## src/rtl/byte_serializer_pkg.sv

```systemverilog
// Shared types for the byte serializer: byte width, byte type and FSM state encoding.
package byte_serializer_pkg;

    localparam int BYTE_W = 8;

    typedef logic [BYTE_W-1:0] byte_t;

    typedef enum logic [1:0] {
        IDLE,
        SHIFT,
        GAP
    } ser_state_t;

endpackage

```

## src/rtl/byte_fifo.sv

```systemverilog
// Single-clock show-ahead FIFO. A push while full is taken only if a pop happens on the same edge.
module byte_fifo #(
    parameter int DEPTH = 8,
    parameter int W     = 8
) (
    input  logic                   clk,
    input  logic                   rst_n,
    input  logic                   push,
    input  logic                   pop,
    input  logic [W-1:0]           wdata,
    output logic [W-1:0]           rdata,
    output logic                   full,
    output logic                   empty,
    output logic [$clog2(DEPTH):0] count
);

    localparam int AW = $clog2(DEPTH);

    logic [W-1:0]  mem [DEPTH];
    logic [AW-1:0] wptr;
    logic [AW-1:0] rptr;
    logic          do_push;
    logic          do_pop;

    assign do_pop  = pop && !empty;
    assign do_push = push && (!full || do_pop);
    assign full    = (count == (AW+1)'(DEPTH));
    assign empty   = (count == '0);
    assign rdata   = mem[rptr];

    // Storage carries no reset; only the pointers and count define what is valid.
    always_ff @(posedge clk) begin
        if (do_push) begin
            mem[wptr] <= wdata;
        end
    end

    always_ff @(posedge clk or negedge rst_n) begin
        if (!rst_n) begin
            wptr  <= '0;
            rptr  <= '0;
            count <= '0;
        end else begin
            if (do_push) begin
                wptr <= wptr + AW'(1);
            end
            if (do_pop) begin
                rptr <= rptr + AW'(1);
            end
            case ({do_push, do_pop})
                2'b10:   count <= count + (AW+1)'(1);
                2'b01:   count <= count - (AW+1)'(1);
                default: count <= count;
            endcase
        end
    end

endmodule

```

## src/rtl/byte_serializer.sv

```systemverilog
// Parallel-to-serial byte transmitter: 8-entry FIFO feeding an MSB-first shifter framed by write_out.
// Handshake: enqueue_in is a level-sampled valid and status_out is the inverse of ready; a byte is
// taken on every edge with enqueue_in high unless the FIFO is full and not popping on that edge.
module byte_serializer
    import byte_serializer_pkg::*;
#(
    parameter int DEPTH      = 8,
    parameter int BIT_CYCLES = 1,
    parameter int GAP_CYCLES = 2
) (
    input  logic                   clock1M,
    input  logic                   reset,
    input  byte_t                  data_in,
    input  logic                   enqueue_in,
    output logic                   data_out,
    output logic                   write_out,
    output logic                   status_out,
    output logic                   empty_out,
    output ser_state_t             state,
    output logic [$clog2(DEPTH):0] fill_level
);

    localparam int TMAX = (BIT_CYCLES > GAP_CYCLES) ? BIT_CYCLES : GAP_CYCLES;
    localparam int TW   = $clog2(TMAX) + 1;
    localparam logic [TW-1:0] BIT_LAST = TW'(BIT_CYCLES - 1);
    localparam logic [TW-1:0] GAP_LAST = TW'(GAP_CYCLES - 1);

    byte_t         fifo_head;
    logic          fifo_full;
    logic          fifo_empty;
    logic          pop;
    logic [6:0]    shreg;
    logic [2:0]    bit_idx;
    logic [TW-1:0] timer;

    byte_fifo #(
        .DEPTH(DEPTH),
        .W    (BYTE_W)
    ) u_fifo (
        .clk  (clock1M),
        .rst_n(reset),
        .push (enqueue_in),
        .pop  (pop),
        .wdata(data_in),
        .rdata(fifo_head),
        .full (fifo_full),
        .empty(fifo_empty),
        .count(fill_level)
    );

    // A byte is loaded from IDLE, or straight out of GAP at its terminal count.
    assign pop = !fifo_empty &&
                 ((state == IDLE) || ((state == GAP) && (timer == GAP_LAST)));

    assign status_out = fifo_full;
    assign empty_out  = fifo_empty && (state == IDLE);

    // data_out holds the bit on the wire; shreg holds the bits still to be sent, next one in [6].
    // One timer serves both bit hold and inter-byte gap since the phases never overlap.
    always_ff @(posedge clock1M or negedge reset) begin
        if (!reset) begin
            state     <= IDLE;
            shreg     <= '0;
            bit_idx   <= '0;
            timer     <= '0;
            data_out  <= 1'b0;
            write_out <= 1'b0;
        end else if (pop) begin
            state     <= SHIFT;
            shreg     <= fifo_head[6:0];
            bit_idx   <= 3'd7;
            timer     <= '0;
            data_out  <= fifo_head[7];
            write_out <= 1'b1;
        end else begin
            case (state)
                IDLE: begin
                    timer <= '0;
                end
                SHIFT: begin
                    if (timer == BIT_LAST) begin
                        timer <= '0;
                        if (bit_idx == 3'd0) begin
                            state     <= GAP;
                            data_out  <= 1'b0;
                            write_out <= 1'b0;
                        end else begin
                            bit_idx  <= bit_idx - 3'd1;
                            data_out <= shreg[6];
                            shreg    <= {shreg[5:0], 1'b0};
                        end
                    end else begin
                        timer <= timer + TW'(1);
                    end
                end
                GAP: begin
                    if (timer == GAP_LAST) begin
                        timer <= '0;
                        state <= IDLE;
                    end else begin
                        timer <= timer + TW'(1);
                    end
                end
                default: begin
                    state <= IDLE;
                    timer <= '0;
                end
            endcase
        end
    end

endmodule

```

## config.mk

```make
export PLATFORM = sky130hd
export DESIGN_NAME = byte_serializer
export DESIGN_NICKNAME = d
export VERILOG_FILES = /design/src/rtl/byte_serializer_pkg.sv /design/src/rtl/byte_fifo.sv /design/src/rtl/byte_serializer.sv
export SDC_FILE = /design/constraint.sdc
export NUM_CORES = 1
export LEC_CHECK = 0
export CORE_MARGIN = 5
export CORE_UTILIZATION = 28
export DETAILED_ROUTE_END_ITERATION = 6
export GPL_TIMING_DRIVEN = 1
export SYNTH_ARGS = -nofsm -noshare
export SYNTH_HDL_FRONTEND = slang
export SYNTH_SLANG_ARGS = --single-unit
```

## constraint.sdc

```tcl
create_clock -name clock1M -period 6.19 [get_ports clock1M]
set_input_delay 1.857 -clock clock1M [delete_from_list [all_inputs] [get_ports clock1M]]
set_output_delay 1.857 -clock clock1M [all_outputs]
set_load 0.05 [all_outputs]
```

==> metrics.csv <==
stage;metric;value;unit
run_status;status;finished, final reports clean;
timing;RSZ-0062 raised after global routing;no;
power;post-route total power;2.24;mW
clock_tree;CTS Hold Bufs;0;
logic_synthesis;Synth top area share;49.1;%
worst_setup_path;Req. time, crit path;4.33;ns
finish;antenna fix cells;0;
clock_tree;clk root buf;clkbuf_16;
timing;final hold violation count;0;
finish;FILL cells;1387;
power;VDD IR max;166;µV
worst_setup_path;worst setup path category;flip-flop to output port;
logic_synthesis;ys flop type;edfxtp_1;
timing;Slew headroom;30.8;%
drt;DRC errors left;0;
timing;minimum clock period;4.00;ns
finish;Layout Nets;300;
finish;Seq. cell area;2570;µm²
drt;routed vias;2030;
power;Power Dens Cells;488;nW/µm²
min_path;startpoint of the worst hold path;write_out$_DFFE_PN0P_;
worst_setup_path;worst r2r src;state[0]$_DFFE_PN0P_;
clock_tree;CTS buffer count;9;
finish;Area growth syn-to-layout;17.1;%
logic_synthesis;async set or reset register ratio after synthesis;28.9;%
job;Max Cap Violations;0;
floorplanning;I/O pins;21;
logic_synthesis;synth top area cells;edfxtp_1 49%, dfrtp_1 17%, mux4_2 8.6%;
worst_setup_path;Worst Path Max Fanout;6;
clock_tree;Worst-Skew Late Latency;0.33;ns
worst_setup_path;Crit path max-delay family;buffers and inverters;
timing;Setup Skew;0.0116;ns
floorplanning;core box area;13800;µm²
timing;final setup vio count;0;
global_route;first-pass GRT wire length;11100;µm
timing;hold slack final;0.483;ns
floorplanning;die area;16400;µm²
drt;ANT nets after route;0;
logic_synthesis;YS warnings;0;
drt;routed len/inst;15.0;µm
clock_tree;CTS H-tree lvls;3;
worst_setup_path;Critical Path AT;2.14;ns
global_route;GRT Util Overall;8.90;%
clock_tree;clk buf depth;2;
timing;Final Max Tran Viols;0;
logic_synthesis;largest area contributor in the netlist;edfxtp_1;
finish;final cell count without fillers;459;
logic_synthesis;synthesis-stage register bit count;90;
clock_tree;post-CTS setup buffers;0;
logic_synthesis;EDFF count, synth;64;
placed_design;Final HPWL DP;4380;µm
logic_synthesis;synthesized area;3910;µm²
finish;share of layout cells above drive strength 1;14.0;%
global_route;largest net degree at the start of global routing;27;
clock_tree;CTS tree;done;
global_route;initial antenna violation count;0;
global_route;global route overflow;0;
clock_tree;CTS sink cnt;90;
timing;Max Fclk;250;MHz
logic_synthesis;synth cell count leaders;64 x edfxtp_1, 26 x dfrtp_1, 24 x nand2_1, 15 x mux4_2;
timing;setup TNS;0;ns
floorplanning;die width;128;µm
worst_setup_path;Critical Path Slowest Stage Cell;clkdlybuf4s50_1;
worst_setup_path;Critical Path Start;u_fifo.count[0]$_DFFE_PN0P_;
floorplanning;Starting Density;28.4;%
worst_setup_path;critical path startpoint category;flip-flop;
finish;footprint of the multi-input gates;1200;µm²
logic_synthesis;cell count after synthesis;251;
min_path;worst hold-check path type;flip-flop to flip-flop;
worst_setup_path;critical path buffer and inverter count;1;
logic_synthesis;syn avg cell area;15.6;µm²
logic_synthesis;Post-Syn Nets;277;
drt;final wirelength;6900;µm
clock_tree;Worst-path clk slew;0.06;ns
logic_synthesis;register area share after synthesis;65.8;%
floorplanning;Site Rows;43;
timing;setup slack after layout;2.19;ns
timing;Worst-Margin Slew;1.04;ns
drt;DR pass1 iterations;4;
timing;Final period util;64.6;%
power;Leak;1.64;nW
worst_setup_path;worst-path cell chain;nor4_2 > and2_1 > clkdlybuf4s50_1;
placed_design;Setup Slack @ Placement;1.99;ns
placed_design;RD Place Congestion;0.757;
logic_synthesis;most numerous cell in the Yosys netlist;edfxtp_1;
worst_setup_path;slowest stage delay, CP;0.79;ns
logic_synthesis;Yosys cell types;38;
placed_design;DP Cell Count;443;
drt;mean number of vias per cell;4.42;
drt;DRT iter0 DRCs;92;
worst_setup_path;Worst setup EP type;output port;
global_route;vias in the first global route;2065;
clock_tree;CTS resizes;0;
placed_design;I/O Buffers;20;
floorplanning;Die Height;128;µm
==> final timing paths <==
path | end | slack (ns) | cells after the start
hold reg to reg | write_out$_DFFE_PN0P_ | 0.48 | 2
setup / recovery | empty_out | 2.19 | 3
min in group asynchronous | u_fifo.count[2]$_DFFE_PN0P_ | 1.90 | 2
max in group asynchronous | shreg[1]$_DFFE_PN0P_ | 4.03 | 2
setup reg to reg | u_fifo.count[3]$_DFFE_PN0P_ | 3.13 | 10
hold / removal | write_out$_DFFE_PN0P_ | 0.48 | 2
==> area by class of cell <==
class,instances,area share [%]
Tap cell,180,4.92
Multi-Input combinational cell,136,26.2
Clock buffer,9,4.92
Timing Repair Buffer,23,4.86
Sequential cell,90,56.1
Inverter,14,1.15
Clock inverter,7,1.80
==> kinds of logic (layout without fill, tap and decap cells) <==
group	Yosys count	in the layout	synth area share [%]
simple gates	59	59	7.65
fa+ha+maj	15	15	4.99
flops	90	90	65.8
compound gates	32	32	5.37
buf+inv	25	53	3.52
mux	24	24	11.4
xor+xnor	6	6	1.34
==> through the flow <==
stage	instance area, µm²	utilization, %
2_1_floorplan	3910	-
3_3_place_gp	4270	31.0
6_report	4580	33.3
3_5_place_dp	4270	31.0
5_1_grt	4580	33.3
4_1_cts	4580	33.3
==> state kept, by name, indices dropped and copies added, names as in the netlist, 2 cells and up <==
| name | count |
|---|---|
| bit_idx | 3 |
| timer | 2 |
| u_fifo.count | 4 |
| u_fifo.rptr | 3 |
| state | 2 |
| u_fifo.wptr | 3 |
| shreg | 7 |
| u_fifo.mem | 64 |
==> worst register-to-register path: stages, from the launching register on <==
cell	delay, ns
dfrtp_1	0.37
inv_1	0.08
ha_1	0.24
a21oi_1	0.22
or2_2	0.50
inv_1	0.23
ha_1	0.35
ha_1	0.30
a21oi_1	0.22
o21ai_0	0.14
o311ai_0	0.31
==> power breakdown <==
part	switching, mW	internal, mW	leakage [nW]
Combinational	0.411	0.339	0.596
Sequential	0.145	0.787	0.887
Clock	0.234	0.321	0.152
==> layout by cell type (no fill, tap or decap), types with 2 or more instances in the layout <==
| cell type | n |
|---|---|
| mux4_2 | 15 |
| clkdlybuf4s50_1 | 20 |
| mux2i_1 | 8 |
| o211ai_1 | 2 |
| inv_1 | 14 |
| a21oi_1 | 12 |
| nor3_1 | 3 |
| nor2b_1 | 6 |
| ha_1 | 14 |
| dfrtp_1 | 26 |
| buf_4 | 3 |
| a211oi_1 | 4 |
| a211oi_2 | 3 |
| o21ai_0 | 6 |
| xnor2_1 | 5 |
| nor3b_1 | 4 |
| inv_8 | 2 |
| nand2_1 | 24 |
| or2_2 | 2 |
| clkbuf_16 | 9 |
| nand3_1 | 2 |
| nor2_1 | 8 |
| edfxtp_1 | 64 |
| nand2b_1 | 4 |
| inv_6 | 2 |
==> per-layer routing <==
| metal | routed length [µm] | track usage, % | part of all wire [%] |
|---|---|---|---|
| met3 | 305 | 2.58 | 4.4 |
| met4 | 61 | 3.37 | 0.88 |
| met2 | 3490 | 14.3 | 51 |
| met1 | 3040 | 11.3 | 44 |
| met5 | 0 | 0 | 0 |
No activity file was read; power rests on OpenSTA's default activity.
